--- src/rtl/mant_mul_seq_pkg.sv ---
// Shared FP16 field widths and sequencer state encoding for the MAC significand path.
package mant_mul_seq_pkg;

  localparam int unsigned MANT_W = 10;
  localparam int unsigned SIG_W  = 11;
  localparam int unsigned EXP_W  = 5;

  typedef logic [1:0] state_t;

  localparam state_t StIdle = 2'd0;
  localparam state_t StRun  = 2'd1;
  localparam state_t StDone = 2'd2;

endpackage

--- src/rtl/mant_adder.sv ---
// Combinational unsigned ripple adder built from full-adder cells.
module mant_adder #(
  parameter int unsigned WIDTH = 11
) (
  input  logic [WIDTH-1:0] a,
  input  logic [WIDTH-1:0] b,
  input  logic             cin,
  output logic [WIDTH-1:0] sum,
  output logic             cout
);

  logic [WIDTH:0] carry;

  assign carry[0] = cin;

  for (genvar i = 0; i < WIDTH; i++) begin : g_fa
    assign sum[i]     = a[i] ^ b[i] ^ carry[i];
    assign carry[i+1] = (a[i] & b[i]) | (carry[i] & (a[i] ^ b[i]));
  end

  assign cout = carry[WIDTH];

endmodule

--- src/rtl/mant_mul_seq.sv ---
// Shift-and-add significand multiplier: one shared WIDTH-bit adder, one step per clock.
module mant_mul_seq
  import mant_mul_seq_pkg::*;
#(
  parameter int unsigned WIDTH     = SIG_W,
  parameter bit          ZERO_SKIP = 1'b1
) (
  input  logic                 clk,
  input  logic                 rst,
  input  logic                 in_valid,
  output logic                 in_ready,
  input  logic [WIDTH-1:0]     a_mant,
  input  logic [WIDTH-1:0]     b_mant,
  output logic                 out_valid,
  input  logic                 out_ready,
  output logic [2*WIDTH-1:0]   product,
  output logic                 busy
);

  localparam int unsigned CNT_W = $clog2(WIDTH + 1);

  state_t               state_q, state_d;
  logic [WIDTH-1:0]     mcand_q, mcand_d;
  logic [2*WIDTH-1:0]   acc_q, acc_d;
  logic [CNT_W-1:0]     cnt_q, cnt_d;

  logic [WIDTH-1:0]     add_b;
  logic [WIDTH-1:0]     add_sum;
  logic                 add_cout;
  logic                 zero_op;

  // Multiplier bit in acc[0] gates the multiplicand into the adder.
  assign add_b = acc_q[0] ? mcand_q : '0;

  mant_adder #(
    .WIDTH (WIDTH)
  ) u_adder (
    .a    (acc_q[2*WIDTH-1:WIDTH]),
    .b    (add_b),
    .cin  (1'b0),
    .sum  (add_sum),
    .cout (add_cout)
  );

  assign zero_op = ZERO_SKIP && ((a_mant == '0) || (b_mant == '0));

  always_comb begin
    state_d = state_q;
    mcand_d = mcand_q;
    acc_d   = acc_q;
    cnt_d   = cnt_q;
    case (state_q)
      StIdle: begin
        if (in_valid) begin
          mcand_d = a_mant;
          cnt_d   = '0;
          if (zero_op) begin
            acc_d   = '0;
            state_d = StDone;
          end else begin
            acc_d   = {{WIDTH{1'b0}}, b_mant};
            state_d = StRun;
          end
        end
      end
      StRun: begin
        // Adder carry shifts in at the top so the full product fits in 2*WIDTH bits.
        acc_d = {add_cout, add_sum, acc_q[WIDTH-1:1]};
        cnt_d = cnt_q + 1'b1;
        if (cnt_q == CNT_W'(WIDTH - 1)) begin
          state_d = StDone;
        end
      end
      StDone: begin
        if (out_ready) begin
          state_d = StIdle;
        end
      end
      default: state_d = StIdle;
    endcase
  end

  always_ff @(posedge clk or posedge rst) begin
    if (rst) begin
      state_q <= StIdle;
      mcand_q <= '0;
      acc_q   <= '0;
      cnt_q   <= '0;
    end else begin
      state_q <= state_d;
      mcand_q <= mcand_d;
      acc_q   <= acc_d;
      cnt_q   <= cnt_d;
    end
  end

  assign in_ready  = (state_q == StIdle);
  assign out_valid = (state_q == StDone);
  assign busy      = (state_q == StRun);
  assign product   = acc_q;

endmodule

--- config.mk ---
export PLATFORM = sky130hd
export DESIGN_NAME = mant_mul_seq
export DESIGN_NICKNAME = d
export VERILOG_FILES = /design/src/rtl/mant_mul_seq_pkg.sv /design/src/rtl/mant_adder.sv /design/src/rtl/mant_mul_seq.sv
export SDC_FILE = /design/constraint.sdc
export NUM_CORES = 1
export LEC_CHECK = 0
export CORE_UTILIZATION = 40
export CTS_BUF_LIST = sky130_fd_sc_hd__clkbuf_2 sky130_fd_sc_hd__clkbuf_4 sky130_fd_sc_hd__clkbuf_8
export DETAILED_ROUTE_END_ITERATION = 8
export PLACE_DENSITY = 0.67
export SLEW_MARGIN = 0
export SYNTH_ARGS = -nofsm -noshare
export SYNTH_HDL_FRONTEND = slang
export SYNTH_HIERARCHICAL = 1
export SYNTH_SLANG_ARGS = --single-unit
--- constraint.sdc ---
create_clock -name clk -period 6.3 [get_ports clk]
set_input_delay 1.26 -clock clk [delete_from_list [all_inputs] [get_ports clk]]
set_output_delay 1.26 -clock clk [all_outputs]
set_load 0.01 [all_outputs]
==> impl_results.md, run 1 <==
* Run status: completed
* Die extent in y at 73.5 um
* Sequential share of the synthesized area at 47.8%
* Crit Path Class: flop to flop
* Dpl ws at 1.09 ns
* Crit path max fanout at 14
* Global Route Usage Sum at 18.3%
* Clk slew on worst S/H paths at 0.07 ns
* DR vias at 1601
* Met2 usage at 28.2%
* Maximum VDD drop at 0.243 mV
* WP data arrival at 5.39 ns
* Worst-path cell chain: and2_1 -> fa_1 -> inv_1 -> fa_1 -> inv_1 -> fa_1 -> fa_1 -> fa_1 -> fa_1 -> fa_1 -> fa_1 -> fa_1 -> fa_1 -> inv_1 -> fa_1 -> inv_1 -> a22o_1
* Final Routed Wirelength at 4440 um
* Dpl hpwl at 3250 um
* GR peak layer: met2
* Final hold vios at 0
* Min-delay src: mcand_q[1]
* Most frequent cells in the layout: clkdlybuf4s50_1 (50), dfrtp_1 (39), nand2_1 (38)
* Largest cells by area after synthesis: dfrtp_1 (48%), fa_1 (11%), nand2_1 (7.0%), a22o_1 (4.7%), and2_1 (3.7%)
* Grt met1 use at 26.0%
* CTS tree: built
* Max Cap Viol at 0
* GRT met3 Usage at 3.70%
* Syn Inst Count at 199
* Syn-to-layout area delta at 32.1%
* Worst hold path type: flop to flop
* CP required at 6.52 ns
* Grt total ovfl at 0
* Antenna violations before repair at 0
* Hold buffer count at CTS at 0
* Worst R2R Path Depth at 17
* Top cell by count, worst path: fa_1
* Drt first pass iters at 4
* Syn_area_per_cell at 10.3 um2
* Root buf cell: clkbuf_8
* Antenna-violating nets left at 0
* Die area at 0.00540 mm2
* Critical path's slowest cell: dfrtp_1
* Yosys top cell by area: dfrtp_1
* Row cnt at 25
* Syn nets at 238
* # fillers at 433
* Area share of the largest cell type after synthesis at 47.8%
* Final WS setup at 1.13 ns
* Pwr dens at 481 mW/mm2
* PortBufs at 50
* CP Launch Point: product[0]
* First-pass GRT wire length at 7370 um
* Vias/cell at 5.08
* Crit path capture type: flop
* Slew @ Worst Pin at 0.877 ns
* Setup TNS at 0 ns
* Hold Path Cell Cnt at 2
* Postcts setup bufs at 0
* Num CTS Buffers at 5
* Fin. max-slew vios at 0
* Commonest non-fill, non-tap cell in the layout: clkdlybuf4s50_1
* Initial DRC count at 104
* Width of the die at 73.5 um
* Pin count of the biggest net entering global routing at 40
* Residual DRC at 0
* Yosys cell types at 29
* Mapped cell area at 0.00204 mm2
* R2r startpoint: product[0]
* Fmax at 0.193 GHz
* Setup Viol. Count Final at 0
* WL/cell at 14.1 um
* Synth Register Bits at 39
* RSZ-0062 raised after global routing: false
* Max H-tree Level at 2
* Core area at 0.00482 mm2
* Top-Level Pins at 51
* Critical Path Source Type: flop
* Post-layout nets at 286
* Vias in the first global route at 1509
* Maximum root-to-sink buffer count at 2
* Static leakage at 1.19 nW
* RD Place Congestion at 0.801
* Post-CTS sizing at 0
* Critical Path Max Stage Delay at 0.51 ns
* Diode count at 0
* Clock Skew at 0.00856 ns
* Minimum clock period at 5.17 ns
* Layout cells sized above 1 at 5.65%
* Hold Slack at 0.468 ns
* Slew Limit Headroom at 41.5%
* Starting Density at 42.4%
* Fin crit share at 82.1%
* Synth warn at 6
* CTS sink count at 39
* Clock latency on the worst-skew pair at 0.29 ns
==> critical path, delay by kind of cell (launching register included) <==
family / cells / cell delay [ns]
buffers and inverters: 4 / 0.27
DFF: 1 / 0.51
adders and majority gates: 11 / 4.02
AOI/OAI and AO/OA: 1 / 0.11
and+or+nand+nor: 1 / 0.22
==> registers in the layout, summed over array words and instances, names as in the netlist <==
name / count
cnt_q: 4
state_q: 2
mcand_q: 11
product: 22
==> cell type report <==
class | instances | area, um2 | area share [%]
Tap cell | 67 | 83.8 | 3.11
Inverter | 13 | 48.8 | 1.81
Clock buffer | 8 | 104 | 3.85
Multi-Input combinational cell | 136 | 971 | 36.0
Sequential cell | 39 | 976 | 36.2
Timing Repair Buffer | 52 | 515 | 19.1
==> synthesized netlist by cell type, drive strengths merged <==
library cell and count:
a31oi 1, a22o 11, a21oi 3, o221ai 8, nand4 1, nor3 1
inv 13, o21ai 15, conb 1, or2 1, a221o 1, and3b 1
nand3 4, buf 5, ha 2, dfrtp 39, o41ai 1, nor2 7
nor4 4, nand2 38, nand2b 1, o211ai 8, clkbuf 6, nor2b 2
o22ai 1, xor2 1, fa 11, and2 12
==> stage by stage <==
stage	total power [mW]	cell area, um2	utilization, %	instances
after floorplan	0.867	2040	-	199
final	1.30	2700	56.0	315
after global placement	1.11	2590	53.9	307
after detailed placement	1.13	2590	53.9	307
after CTS	1.31	2700	56.0	315
after global routing	1.43	2700	56.0	315
==> metal layers <==
| layer | vias to the layer above | wire [um] |
|---|---|---|
| li1 | 778 | - |
| met1 | 789 | 2100 |
| met2 | 27 | 2140 |
| met3 | 7 | 130 |
| met4 | 0 | 69 |
| met5 | - | 0 |
==> cell families (layout without fill, tap and decap cells) <==
group,Yosys count,in the layout,share of synthesized area [%]
other,1,1,0.184
buffers and inverters,24,73,4.72
AOI/OAI and AO/OA,49,49,17.9
adders and majority gates,13,13,12.0
DFF,39,39,47.8
xor gates and xnor gates,1,1,0.429
and+or+nand+nor,72,72,17.0
==> final timing paths <==
check | end | slack (ns)
min in group asynchronous | product[7] | 1.38
min reg2reg | mcand_q[1] | 0.47
max in group asynchronous | mcand_q[5] | 4.56
min | mcand_q[1] | 0.47
max reg2reg | product[20] | 1.13
max | product[20] | 1.13
==> power by group <==
part | internal (mW) | switching [mW] | total [mW]
Clock | 0.104 | 0.0839 | 0.188
Combinational | 0.337 | 0.300 | 0.637
Sequential | 0.371 | 0.102 | 0.473
Total | 0.813 | 0.485 | 1.30
Note: power is estimated with default switching activity, not from simulation.
==> run 2: changes to the inputs <==
Clock period 6.3 ns to 4.9 ns, I/O delays scaled along.
==> run 2 against run 1 <==
Net effect: critical path depth unchanged; via count decreased by 0.56%; maximum frequency is 10% higher; first-iteration DRC count down 0.96%; setup slack worse by 0.91 ns.
==> impl_results.md, run 2 (synthesized netlist as in run 1, its figures left out) <==
* Critical path's slowest cell: fa_1
* Worst-path cell chain: and2_1 -> fa_1 -> inv_1 -> fa_1 -> inv_1 -> fa_2 -> fa_2 -> fa_2 -> fa_2 -> fa_2 -> fa_2 -> fa_2 -> fa_1 -> inv_1 -> fa_1 -> inv_1 -> a22o_1
* Static leakage at 1.18 nW
* R2r startpoint: mcand_q[0]
* Fmax at 0.214 GHz
* First-pass GRT wire length at 7550 um
* Die area at 0.00540 mm2
* Fin crit share at 95.5%
* CP required at 5.12 ns
* Layout cells sized above 1 at 8.47%
* Row cnt at 25
* Die extent in y at 73.5 um
* PortBufs at 50
* DR vias at 1592
* WP data arrival at 4.90 ns
* Largest register FFs at 22
* Clk slew on worst S/H paths at 0.08 ns
* Clock latency on the worst-skew pair at 0.29 ns
* Maximum root-to-sink buffer count at 2
* Slew Limit Headroom at 17.3%
* Starting Density at 42.4%
* Critical Path Source Type: flop
* Final Routed Wirelength at 4460 um
* Vias in the first global route at 1576
* Residual DRC at 0
* Crit path max fanout at 2
* Worst hold path type: flop to flop
* Root buf cell: clkbuf_8
* Minimum clock period at 4.68 ns
* Crit path max-delay family: adder cells
* Num CTS Buffers at 5
* CP bufs+invs at 4
* Critical Path Max Stage Delay at 0.40 ns
* RD Place Congestion at 0.798
* Drt first pass iters at 4
* Antenna violations before repair at 0
* Run status: completed
* Maximum VDD drop at 0.283 mV
* Diode count at 0
* RSZ-0062 raised after global routing: false
* Min-delay src: mcand_q[7]
* Global Route Usage Sum at 18.6%
* Antenna-violating nets left at 0
* Postcts setup bufs at 0
* Setup TNS at 0 ns
* Hold buffer count at CTS at 0
* Fin. max-slew vios at 0
* Setup Viol. Count Final at 0
* Hold EP: mcand_q[7]
* Max H-tree Level at 2
* WL/cell at 14.1 um
* Final hold vios at 0
* Post-CTS sizing at 0
* Final instance area at 0.00270 mm2
* Grt total ovfl at 0
* FF-to-FF End: product[20]
* CTS sink count at 39
* Dpl hpwl at 3160 um
* Top-Level Pins at 51
* Worst R2R Path Depth at 17
* Width of the die at 73.5 um
* Core area at 0.00482 mm2
* Pin count of the biggest net entering global routing at 40
* Crit Path Class: flop to flop
* Max Cap Viol at 0
* Commonest non-fill, non-tap cell in the layout: clkdlybuf4s50_1
* CTS tree: built
* Hold Path Cell Cnt at 2
* R2R setup slack at 0.22 ns
* Slew @ Worst Pin at 1.24 ns
* Pwr dens at 614 mW/mm2
* Clock Skew at 0.0113 ns
* Syn-to-layout area delta at 32.2%
* Vias/cell at 5.05
* Placed cell area at 0.00261 mm2
* Initial DRC count at 103
* Crit path capture type: flop
* Most frequent cells in the layout: clkdlybuf4s50_1 (50), dfrtp_1 (39), nand2_1 (38)
* Top cell by count, worst path: fa_2
* Post-layout nets at 286
[run 2: how the worst max path moves through the flow]
stage / startpoint / to / slack, ns / cells past startpoint
after floorplan: product[0] / product[20] / 0.02 / 18
after CTS: mcand_q[0] / product[20] / 0.05 / 17
after global placement: mcand_q[0] / product[20] / 0.15 / 17
final: mcand_q[0] / product[20] / 0.22 / 17
after global routing: mcand_q[0] / product[20] / 0.05 / 17
after detailed placement: mcand_q[0] / product[20] / 0.08 / 17
[run 2: worst min-delay path, stage by stage (launching register included)]
cell and delay [ns]:
dfrtp_1 0.34, nand2_1 0.05, nand2_1 0.05
[run 2: report_power, final]
part,switching (mW),internal (mW)
Clock,0.111,0.111
Sequential,0.123,0.477
Combinational,0.394,0.442
Total,0.627,1.03
[run 2: final cells by class]
cell class / count / area (um2)
Sequential cell: 39 / 976
Timing Repair Buffer: 52 / 515
Fill cell: 462 / 2120
Clock buffer: 7 / 83.8
Clock inverter: 1 / 5.00
Tap cell: 67 / 83.8
Inverter: 13 / 48.8
Multi-Input combinational cell: 136 / 988
[run 2: per-stage QoR]
step                utilization (%)  total power [mW]  std cells  hold WS [ns]  setup slack (ns)
detailed placement             54.1              1.45        307         0.454            0.0783
floorplan                         -              1.12        199         0.437            0.0163
global route                   56.1              1.83        315         0.499            0.0450
finish                         56.1              1.66        315         0.469             0.220
global placement               54.1              1.43        307         0.450             0.147
CTS                            55.9              1.67        315         0.473            0.0542
[run 2: routing by layer]
metal / wire, um / part of all wire (%) / vias to the layer above / track usage (%)
li1: - / - / 790 / -
met1: 2180 / 49 / 768 / 26.7
met2: 2090 / 47 / 29 / 29.3
met3: 135 / 3.0 / 5 / 3.57
met4: 41 / 0.92 / 0 / 4.49
met5: 0 / 0 / - / 0
==> run 3: changes to the inputs <==
Settings changed: SYNTH_HIERARCHICAL 1 to not set.
==> run 3 against run 2 <==
Net effect: non-clock buffer count stayed put; power fell by 3.7%; register-to-register slack improved by 0.29 ns; maximum frequency is 6.6% higher; area after synthesis shrank 2.1%; largest power group unchanged; clock-buffer cell count fell by 2; highest routed layer unchanged; clock skew shrank 0.0051 ns.
==> impl_results.md, run 3 <==
* CP required at 5.03 ns
* Global Route Usage Sum at 19.0%
* Minimum clock period at 4.39 ns
* Critical Path Source Type: flop
* Placed cell area at 0.00255 mm2
* RD Place Congestion at 0.778
* Top cell by count, worst path: fa_1
* Most frequent cell after synthesis: nand2_1
* Top-Level Pins at 51
* Hold buffer count at CTS at 0
* Hold Path Cell Cnt at 2
* Psw at 632 uW
* Worst-path cell chain: and2_1 -> ha_1 -> fa_1 -> inv_1 -> fa_1 -> fa_1 -> fa_1 -> fa_1 -> inv_1 -> fa_1 -> inv_1 -> fa_1 -> inv_1 -> fa_1 -> fa_1 -> inv_1 -> fa_1 -> o21ai_0
* Crit path to: product[20]
* Final hold vios at 0
* Setup TNS at 0 ns
* WP data arrival at 4.52 ns
* Slew @ Worst Pin at 1.18 ns
* Pint at 965 uW
* Syn-to-layout area delta at 31.9%
* Crit Path Class: flop to flop
* PortBufs at 50
* CTS sink count at 39
* R2r startpoint: product[0]
* Mapped cell area at 0.00200 mm2
* Clk slew on worst S/H paths at 0.07 ns
* FF-to-FF End: product[20]
* Run status: completed
* Syn_area_per_cell at 9.76 um2
* Critical path's slowest cell: dfrtp_1
* Clock Skew at 0.00620 ns
* Critical Path Max Stage Delay at 0.53 ns
* Final instance area at 0.00264 mm2
* Antenna violations before repair at 0
* Static leakage at 1.14 nW
* DR vias at 1596
* Slew Limit Headroom at 21.1%
* Initial DRC count at 103
* Pwr dens at 605 mW/mm2
* First-pass GRT wire length at 7450 um
* Post-synth top cells: nand2_1 (50), dfrtp_1 (39), o22ai_1 (17)
* Maximum VDD drop at 0.198 mV
* Post-synth EDFFs at 0
* Width of the die at 72.7 um
* Clock latency on the worst-skew pair at 0.29 ns
* Fin crit share at 89.6%
* Yosys cell types at 29
* Async set-or-reset flop fraction in the synthesized netlist at 100%
* Layout cells sized above 1 at 5.91%
* Vias in the first global route at 1467
* Seq pwr share at 37.8%
* Synth Register Bits at 39
* Sequential share of the synthesized area at 48.8%
* Final Routed Wirelength at 4600 um
* Most frequent cells in the layout: nand2_1 (50), clkdlybuf4s50_1 (50), dfrtp_1 (39)
* Crit path capture type: flop
* Root buf cell: clkbuf_8
* Largest register FFs at 22
* Diode count at 0
* Sw Ratio at 39.6%
* Worst hold path type: flop to flop
* Postcts setup bufs at 0
* Clock Power Share at 13.2%
* Post-CTS sizing at 0
* Grt total ovfl at 0
* Starting Density at 42.1%
* Core area at 0.00475 mm2
* Tot Pwr at 1.60 mW
* WL/cell at 14.3 um
* Crit path max fanout at 13
* Antenna-violating nets left at 0
* Yosys top cell by area: dfrtp_1
* Main synth FF type: dfrtp_1
* Post-layout nets at 292
* Die extent in y at 72.7 um
* Residual DRC at 0
* Maximum root-to-sink buffer count at 2
* Dpl hpwl at 3310 um
* RSZ-0062 raised after global routing: false
* R2R setup slack at 0.51 ns
* Max Cap Viol at 0
* Die area at 0.00529 mm2
* Largest cells by area after synthesis: dfrtp_1 (49%), fa_1 (10%), nand2_1 (9.4%), o22ai_1 (5.3%), o21ai_0 (3.3%)
* Combinational power share at 49.0%
* Setup Viol. Count Final at 0
* CTS tree: built
* Worst R2R Path Depth at 18
* Row cnt at 25
* Max H-tree Level at 2
* Pin count of the biggest net entering global routing at 40
* Drt first pass iters at 4
* CP Launch Point: product[0]
* Vias/cell at 4.97
* Fmax at 0.228 GHz
* Syn nets at 244
* Synth warn at 0
* Num CTS Buffers at 5
* Area share of the largest cell type after synthesis at 48.8%
* Syn Inst Count at 205
* Fin. max-slew vios at 0
==> run 3: cell count changes in the layout (fill, tap and decap cells not counted), sizes merged, moves of 6 or more <==
cell,delta
o211ai,-8
nand2,+12
and2,-6
o22ai,+16
a22o,-9
==> run 3: logic make-up after synthesis <==
group                    after synthesis  share of synthesized area [%]
flip-flops                            39                           48.8
adder cells (fa/ha/maj)               13                           11.9
buffers and inverters                 25                           4.88
AO/OA/AOI/OAI                         46                           15.6
AND/OR/NAND/NOR                       81                           18.4
XOR/XNOR                               1                          0.438
==> run 3: power by group through the flow <==
stage / sequential [mW] / clock [mW] / combinational, mW
2_1_floorplan: 0.615 / 0 / 0.459
3_3_place_gp: 0.605 / 0 / 0.774
3_5_place_dp: 0.609 / 0 / 0.790
4_1_cts: 0.603 / 0.214 / 0.792
5_1_grt: 0.628 / 0.234 / 0.890
6_report: 0.603 / 0.211 / 0.782
==> run 3: final cells by class <==
cell class	count	area, um2
Clock inverter	3	15.0
Tap cell	67	83.8
Inverter	14	52.6
Fill cell	443	2120
Clock buffer	5	68.8
Sequential cell	39	976
Multi-Input combinational cell	141	927
Timing Repair Buffer	52	515
==> run 3: worst min path at each step <==
stage | startpoint | endpoint | slack [ns]
3_3_place_gp | mcand_q[0] | mcand_q[0] | 0.45
3_5_place_dp | mcand_q[0] | mcand_q[0] | 0.46
2_1_floorplan | mcand_q[0] | mcand_q[0] | 0.44
6_report | mcand_q[6] | mcand_q[6] | 0.48
5_1_grt | mcand_q[6] | mcand_q[6] | 0.50
4_1_cts | mcand_q[0] | mcand_q[0] | 0.48
==> run 3: worst max-delay path: cells and delay by family (launching register included) <==
family,cells,cell delay (ns)
and+or+nand+nor,1,0.18
DFF,1,0.53
buffers and inverters,5,0.30
AOI/OAI and AO/OA,1,0.08
adders and majority gates,11,3.15
==> run 3: stage by stage <==
| stage | hold slack, ns | setup WS [ns] | utilization (%) | instances |
|---|---|---|---|---|
| 2_1_floorplan | 0.437 | 0.868 | - | 205 |
| 3_3_place_gp | 0.452 | 0.588 | 53.7 | 313 |
| 3_5_place_dp | 0.461 | 0.544 | 53.7 | 313 |
| 4_1_cts | 0.481 | 0.516 | 55.5 | 321 |
| 5_1_grt | 0.502 | 0.245 | 55.5 | 321 |
| 6_report | 0.480 | 0.511 | 55.5 | 321 |
==> run 3: per-layer routing <==
layer	GRT usage [%]	vias up	share of wire, %
met4	5.88	0	1.4
met2	28.6	33	47
met3	4.14	6	3.3
met5	0	-	0
li1	-	801	-
met1	27.6	756	49
